$ cat src/rtl/hall_dispatch_if.sv
// Hall-call dispatcher bus: button presses in, car status in, car assignments and call lamps out.
// Latency: none, wires only.
// Backpressure: hall_req valid/ready and assign valid/ready handshakes.
// Ports grouped: hall_req_* (button press), car_floor/car_idle (car status),
//   assign_* (assignment offer), pending_up/pending_dn (call lamps).
// master = button/car-controller side, slave = dispatcher.
interface hall_dispatch_if #(
    parameter int ELEVATOR_COUNT = 2,
    parameter int FLOOR_COUNT    = 7,
    parameter int FLOOR_W        = 3,
    parameter int CAR_W          = 1
) ();
    logic                              hall_req_valid;
    logic [FLOOR_W-1:0]                hall_req_floor;
    logic                              hall_req_up;
    logic                              hall_req_ready;
    logic [ELEVATOR_COUNT*FLOOR_W-1:0] car_floor;
    logic [ELEVATOR_COUNT-1:0]         car_idle;
    logic                              assign_valid;
    logic [CAR_W-1:0]                  assign_car;
    logic [FLOOR_W-1:0]                assign_floor;
    logic                              assign_up;
    logic                              assign_ready;
    logic [FLOOR_COUNT-1:0]            pending_up;
    logic [FLOOR_COUNT-1:0]            pending_dn;

    modport master (
        output hall_req_valid, hall_req_floor, hall_req_up, car_floor, car_idle, assign_ready,
        input  hall_req_ready, assign_valid, assign_car, assign_floor, assign_up,
               pending_up, pending_dn
    );

    modport slave (
        input  hall_req_valid, hall_req_floor, hall_req_up, car_floor, car_idle, assign_ready,
        output hall_req_ready, assign_valid, assign_car, assign_floor, assign_up,
               pending_up, pending_dn
    );
endinterface

$ cat src/rtl/hall_dispatch.sv
// Hall-call dispatcher: latches up/down presses and scans them, offering each to an idle car.
// Latency: press to lamp 1 cycle; set entry under the scan pointer to assign_valid 1 cycle.
// Backpressure: presses always accepted out of reset; an offer is held until assign_ready.
// Ports: clk, reset (async active-high), bus (hall_dispatch_if.slave).
// Option: define HALL_DISPATCH_NEAREST_EN for nearest-idle-car choice (ties to lowest index);
//   the default build picks cars round-robin starting after the last assigned car.
module hall_dispatch #(
    parameter int ELEVATOR_COUNT = 2,
    parameter int FLOOR_COUNT    = 7,
    parameter int FLOOR_W        = 3,
    parameter int CAR_W          = 1
) (
    input  logic           clk,
    input  logic           reset,
    hall_dispatch_if.slave bus
);
    localparam int ENTRIES = 2 * FLOOR_COUNT;
    localparam int PTR_W   = $clog2(ENTRIES);

    typedef enum logic {SCAN, OFFER} state_t;

    state_t                 state;
    logic [PTR_W-1:0]       ptr;
    logic [PTR_W-1:0]       ptr_next;
    logic [FLOOR_COUNT-1:0] pend_up;
    logic [FLOOR_COUNT-1:0] pend_dn;
    logic [FLOOR_COUNT-1:0] set_up;
    logic [FLOOR_COUNT-1:0] set_dn;
    logic [FLOOR_COUNT-1:0] clr_up;
    logic [FLOOR_COUNT-1:0] clr_dn;
    logic [FLOOR_W-1:0]     scan_floor;
    logic                   scan_up;
    logic                   entry_set;
    logic                   press_ok;
    logic                   handshake;
    logic                   any_idle;
    logic [CAR_W-1:0]       pick_car;

    // Entry 2*f is floor f up, entry 2*f+1 is floor f down.
    assign scan_floor = FLOOR_W'(ptr >> 1);
    assign scan_up    = ~ptr[0];
    assign ptr_next   = (ptr == PTR_W'(ENTRIES - 1)) ? '0 : ptr + PTR_W'(1);
    assign any_idle   = |bus.car_idle;
    assign handshake  = (state == OFFER) && bus.assign_ready;

    assign bus.hall_req_ready = ~reset;
    assign bus.pending_up     = pend_up;
    assign bus.pending_dn     = pend_dn;

    // Range check done one bit wider so FLOOR_COUNT == 2**FLOOR_W does not wrap to 0.
    assign press_ok = bus.hall_req_valid && bus.hall_req_ready
                   && ({1'b0, bus.hall_req_floor} < (FLOOR_W + 1)'(FLOOR_COUNT))
                   && !( bus.hall_req_up && bus.hall_req_floor == FLOOR_W'(FLOOR_COUNT - 1))
                   && !(!bus.hall_req_up && bus.hall_req_floor == '0);

    // The pointer is held during OFFER, so the scanned entry is the one being cleared.
    always_comb begin
        set_up    = '0;
        set_dn    = '0;
        clr_up    = '0;
        clr_dn    = '0;
        entry_set = 1'b0;
        for (int i = 0; i < FLOOR_COUNT; i++) begin
            if (press_ok && bus.hall_req_floor == FLOOR_W'(i)) begin
                if (bus.hall_req_up) set_up[i] = 1'b1;
                else                 set_dn[i] = 1'b1;
            end
            if (scan_floor == FLOOR_W'(i)) begin
                entry_set = scan_up ? pend_up[i] : pend_dn[i];
                if (handshake) begin
                    if (scan_up) clr_up[i] = 1'b1;
                    else         clr_dn[i] = 1'b1;
                end
            end
        end
    end

`ifdef HALL_DISPATCH_NEAREST_EN
    logic [FLOOR_W:0] best_dist;
    logic [FLOOR_W:0] dist;
    logic [FLOOR_W:0] cf_ext;
    logic             found;

    // Strict '<' keeps the lowest index on a distance tie.
    always_comb begin
        pick_car  = '0;
        best_dist = '0;
        dist      = '0;
        cf_ext    = '0;
        found     = 1'b0;
        for (int i = 0; i < ELEVATOR_COUNT; i++) begin
            cf_ext = {1'b0, bus.car_floor[i*FLOOR_W +: FLOOR_W]};
            dist   = (cf_ext >= {1'b0, scan_floor}) ? cf_ext - {1'b0, scan_floor}
                                                    : {1'b0, scan_floor} - cf_ext;
            if (bus.car_idle[i] && (!found || dist < best_dist)) begin
                found     = 1'b1;
                best_dist = dist;
                pick_car  = CAR_W'(i);
            end
        end
    end
`else
    logic [CAR_W-1:0] last_car;
    logic [CAR_W-1:0] hi_car;
    logic [CAR_W-1:0] lo_car;
    logic             found_hi;
    logic             found_lo;

    // First idle car above last_car; if none, wrap to the lowest idle car.
    always_comb begin
        hi_car   = '0;
        lo_car   = '0;
        found_hi = 1'b0;
        found_lo = 1'b0;
        for (int i = 0; i < ELEVATOR_COUNT; i++) begin
            if (bus.car_idle[i]) begin
                if (!found_lo) begin
                    found_lo = 1'b1;
                    lo_car   = CAR_W'(i);
                end
                if (!found_hi && CAR_W'(i) > last_car) begin
                    found_hi = 1'b1;
                    hi_car   = CAR_W'(i);
                end
            end
        end
        pick_car = found_hi ? hi_car : lo_car;
    end

    always_ff @(posedge clk or posedge reset) begin
        if (reset)          last_car <= CAR_W'(ELEVATOR_COUNT - 1);
        else if (handshake) last_car <= bus.assign_car;
    end
`endif

    always_ff @(posedge clk or posedge reset) begin
        if (reset) begin
            state            <= SCAN;
            ptr              <= '0;
            pend_up          <= '0;
            pend_dn          <= '0;
            bus.assign_valid <= 1'b0;
            bus.assign_car   <= '0;
            bus.assign_floor <= '0;
            bus.assign_up    <= 1'b0;
        end else begin
            // Clear beats a same-cycle press on the entry being served.
            pend_up <= (pend_up | set_up) & ~clr_up;
            pend_dn <= (pend_dn | set_dn) & ~clr_dn;
            case (state)
                SCAN: begin
                    if (!entry_set) begin
                        ptr <= ptr_next;
                    end else if (any_idle) begin
                        bus.assign_car   <= pick_car;
                        bus.assign_floor <= scan_floor;
                        bus.assign_up    <= scan_up;
                        bus.assign_valid <= 1'b1;
                        state            <= OFFER;
                    end
                end
                OFFER: begin
                    if (bus.assign_ready) begin
                        bus.assign_valid <= 1'b0;
                        ptr              <= ptr_next;
                        state            <= SCAN;
                    end
                end
                default: state <= SCAN;
            endcase
        end
    end
endmodule

$ cat src/flat_wrapper.sv
// flat-port wrapper written by rule: the top's interface ports become plain ports
module hall_dispatch_flat 
#(
    parameter int ELEVATOR_COUNT = 2,
    parameter int FLOOR_COUNT    = 7,
    parameter int FLOOR_W        = 3,
    parameter int CAR_W          = 1
)
  (clk, reset, bus_hall_req_valid, bus_hall_req_floor, bus_hall_req_up, bus_car_floor, bus_car_idle, bus_assign_ready, bus_hall_req_ready, bus_assign_valid, bus_assign_car, bus_assign_floor, bus_assign_up, bus_pending_up, bus_pending_dn);
  hall_dispatch_if #(.ELEVATOR_COUNT(ELEVATOR_COUNT), .FLOOR_COUNT(FLOOR_COUNT), .FLOOR_W(FLOOR_W), .CAR_W(CAR_W)) bus_i ();
  input  logic clk;
  input  logic reset;
  input wire logic [$bits(bus_i.hall_req_valid)-1:0] bus_hall_req_valid;
  input wire logic [$bits(bus_i.hall_req_floor)-1:0] bus_hall_req_floor;
  input wire logic [$bits(bus_i.hall_req_up)-1:0] bus_hall_req_up;
  input wire logic [$bits(bus_i.car_floor)-1:0] bus_car_floor;
  input wire logic [$bits(bus_i.car_idle)-1:0] bus_car_idle;
  input wire logic [$bits(bus_i.assign_ready)-1:0] bus_assign_ready;
  output wire logic [$bits(bus_i.hall_req_ready)-1:0] bus_hall_req_ready;
  output wire logic [$bits(bus_i.assign_valid)-1:0] bus_assign_valid;
  output wire logic [$bits(bus_i.assign_car)-1:0] bus_assign_car;
  output wire logic [$bits(bus_i.assign_floor)-1:0] bus_assign_floor;
  output wire logic [$bits(bus_i.assign_up)-1:0] bus_assign_up;
  output wire logic [$bits(bus_i.pending_up)-1:0] bus_pending_up;
  output wire logic [$bits(bus_i.pending_dn)-1:0] bus_pending_dn;
  assign bus_i.hall_req_valid = bus_hall_req_valid;
  assign bus_i.hall_req_floor = bus_hall_req_floor;
  assign bus_i.hall_req_up = bus_hall_req_up;
  assign bus_i.car_floor = bus_car_floor;
  assign bus_i.car_idle = bus_car_idle;
  assign bus_i.assign_ready = bus_assign_ready;
  assign bus_hall_req_ready = bus_i.hall_req_ready;
  assign bus_assign_valid = bus_i.assign_valid;
  assign bus_assign_car = bus_i.assign_car;
  assign bus_assign_floor = bus_i.assign_floor;
  assign bus_assign_up = bus_i.assign_up;
  assign bus_pending_up = bus_i.pending_up;
  assign bus_pending_dn = bus_i.pending_dn;
  hall_dispatch #(.ELEVATOR_COUNT(ELEVATOR_COUNT), .FLOOR_COUNT(FLOOR_COUNT), .FLOOR_W(FLOOR_W), .CAR_W(CAR_W)) u_core (.clk(clk), .reset(reset), .bus(bus_i));
endmodule
$ cat config.mk
export PLATFORM = sky130hd
export DESIGN_NAME = hall_dispatch_flat
export DESIGN_NICKNAME = d
export VERILOG_FILES = /design/src/rtl/hall_dispatch_if.sv /design/src/rtl/hall_dispatch.sv /design/src/flat_wrapper.sv
export SDC_FILE = /design/constraint.sdc
export NUM_CORES = 1
export LEC_CHECK = 0
export BUFFER_PORTS_ARGS = -buffer_cell sky130_fd_sc_hd__buf_2
export CAP_MARGIN = 20
export CORE_MARGIN = 5
export CORE_UTILIZATION = 38
export CTS_BUF_LIST = sky130_fd_sc_hd__clkbuf_8
export DETAILED_ROUTE_END_ITERATION = 10
export RECOVER_POWER = 100
export SETUP_SLACK_MARGIN = 0.05
export SYNTH_ARGS = -nofsm -noshare
export SYNTH_HDL_FRONTEND = slang
export SYNTH_SLANG_ARGS = --single-unit
$ cat constraint.sdc
create_clock -name clk -period 4.1 [get_ports clk]
set_input_delay 0.82 -clock clk [delete_from_list [all_inputs] [get_ports clk]]
set_output_delay 0.82 -clock clk [all_outputs]
set_load 0.01 [all_outputs]
==> metrics.txt <==
die area 0.00479 mm²; Row Count 21; grt total ovfl 0; YS warnings 0; Crit. End Element register; vias per cell 5.54; layout net count 173; largest net degree at the start of global routing 28; Synth Register Bits 26; # Max-Cap Violations 0; async set-reset flop share out of synthesis 100%; post_cts resized 0; CP max stage delay 0.73 ns; Slew HR 44.7%; Seq/Total Area, Yosys 48.9%; Leakage 0.648 nW; CTS sink cnt 26; Worst Skew 0.00127 ns; Crit Path Class register to register; CTS Hold Bufs 0; hold crit path type register to register; WL/cell 15.5 µm; RSZ-0062 raised after global routing no; Critical Path RT 4.25 ns; P per Cell Area 824 mW/mm²; most frequent cells in the layout dfrtp_1 (25), clkbuf_1 (22), a21oi_1 (19); Die Height 69.2 µm; post-layout instance area 0.00152 mm²; CP most frequent cell mux2_1; initial antenna violation count 0; IO Count 37; Max Clock Freq 327 MHz; EDFF count, synth 0; number of global-route vias before repair 1121; DRT iter0 DRCs 32; Critical Path AT 3.21 ns; fin cells 202; Final Setup Violations 0; average size of a mapped cell 10.4 µm²; syn_nets 144; routed wl met2 1500 µm; minimum period implied by the final worst setup slack 3.06 ns; fin. max-slew vios 0; total track usage 13.2%; Placed Cells incl. Taps 198; setup bufs post-CTS 0; Worst-Margin Slew 0.822 ns; hold_sp u_core.bus.assign_valid; post-synth cell types 37; top sig layer met4; slack of the worst reg-to-reg path 1.04 ns; via count 1119; ys flop type dfrtp_1; post-route ant nets 0; peak supply drop 0.323 mV; clk root buf clkbuf_8; chip width 69.2 µm; top cells by area, synth dfrtp_1 (47%), a21oi_1 (7.1%), a31oi_1 (3.8%); first-pass GRT wire length 5260 µm; end of the worst hold path u_core.bus.assign_valid; RR Startpoint u_core.ptr[0]; largest area contributor in the netlist dfrtp_1; synthesized area 0.00133 mm²; routability cong. 0.756; Area growth syn-to-layout 13.6%; worst hold stages 1; final worst-path cycle share 74.5%; Pre-Repair DR Iteration Count 4; TNS Setup 0 ns; Yosys top cell area share 46.9%; synthesized instance count 128; TritonCTS Buffers 3; post-placement cell area 0.00151 mm²; Slowest-stage cell, CP a21boi_0; Ant. Diodes 0; fin util 45.1%; Initial Util 39.7%; layout cells sized above 1 11.5%; worst r2r dst u_core.bus.assign_floor[2]; core region area 0.00336 mm²; setup ws final 1.04 ns; HPWL after DPL 2170 µm; final WL 3140 µm; most common cell after layout, fill and taps aside dfrtp_1; wl on met1 1430 µm; cell count of the worst reg-to-reg path 5; CP Cell Sequence mux2_1 -> a222oi_1 -> a21boi_0 -> nor2_1 -> mux2_1; H-Tree Depth 1; post-place setup slack 1.60 ns; CTS tree built; DRC 0; Clock Latency Late Sink 0.26 ns; met3 WL 173 µm; Max FO, Critical Path 15; port bufs 30; Max clock buf depth 2; status complete, no violations; Final Hold Violating Endpoints 0; Critical Path Source Type register; Clk pin slew, worst setup/hold paths 0.09 ns
==> worst max-delay path: cells and delay by family (launching register included) <==
family,cells,cell delay (ns)
compound gates,2,1.28
flops,1,0.71
mux,2,0.74
simple gates,1,0.21
==> worst max-delay path by stage <==
stage                  start                          to  slack, ns  depth (start not counted)
6_report       u_core.ptr[0]  u_core.bus.assign_floor[2]       1.04                          5
5_1_grt        u_core.ptr[0]  u_core.bus.assign_floor[2]       0.84                          5
4_1_cts        u_core.ptr[0]  u_core.bus.assign_floor[2]       1.57                          5
3_5_place_dp   u_core.ptr[0]  u_core.bus.assign_floor[2]       1.60                          5
3_3_place_gp   u_core.ptr[0]  u_core.bus.assign_floor[0]       1.64                          5
2_1_floorplan          reset          bus_hall_req_ready       1.86                          1
==> area by class of cell <==
type                    instances  area [µm²]
fillers                       359        1850
multi-input cells              93         613
repair buffers                 31         130
flip-flops and latches         26         652
well taps                      46        57.6
clock buffers                   4        55.1
inverters                       2        7.51
==> synthesized netlist by cell type, drive strengths merged (2+ instances only) <==
cell,n
dfrtp,25
a21oi,19
nand2,9
a31oi,8
nor2b,8
mux2,7
o21ai,7
nor2,6
a21boi,4
clkbuf,4
and3b,3
buf,3
mux2i,3
a22oi,2
and3,2
inv,2
nor3b,2
o31ai,2
==> state kept, by name (all words and copies together) (netlist names) <==
register                 flops
u_core.bus.assign_car        1
u_core.bus.assign_floor      3
u_core.bus.assign_up         1
u_core.bus.assign_valid      1
u_core.bus.pending_dn        7
u_core.bus.pending_up        7
u_core.last_car              1
u_core.ptr                   4
u_core.state                 1
==> cell families (layout without fill, tap and decap cells) <==
| kind of cell | Yosys count | in the layout | synth area share, % |
|---|---|---|---|
| multiplexers | 11 | 11 | 10.7 |
| flip-flops | 26 | 26 | 48.9 |
| AND/OR/NAND/NOR | 34 | 34 | 14.2 |
| AO/OA/AOI/OAI | 47 | 47 | 22.3 |
| XOR/XNOR | 1 | 1 | 0.657 |
| buffers and inverters | 9 | 37 | 3.28 |
==> layer usage <==
layer  global-route usage (%)  up-vias
li1                         -      534
met1                     17.3      545
met3                     2.90        5
met4                     4.56        0
met5                        0        -
met2                     21.5       35
==> metrics by stage <==
step	hold WS (ns)	total power, mW
6_report	0.483	1.25
5_1_grt	0.511	1.36
2_1_floorplan	0.466	0.979
3_5_place_dp	0.463	1.16
4_1_cts	0.484	1.32
3_3_place_gp	0.462	1.15
==> report_power, final <==
| part | total, mW | switching [mW] | internal, mW |
|---|---|---|---|
| logic | 0.547 | 0.301 | 0.246 |
| registers | 0.538 | 0.158 | 0.380 |
| clock network | 0.164 | 0.0779 | 0.0858 |
Power figures use the tool's default switching activity.
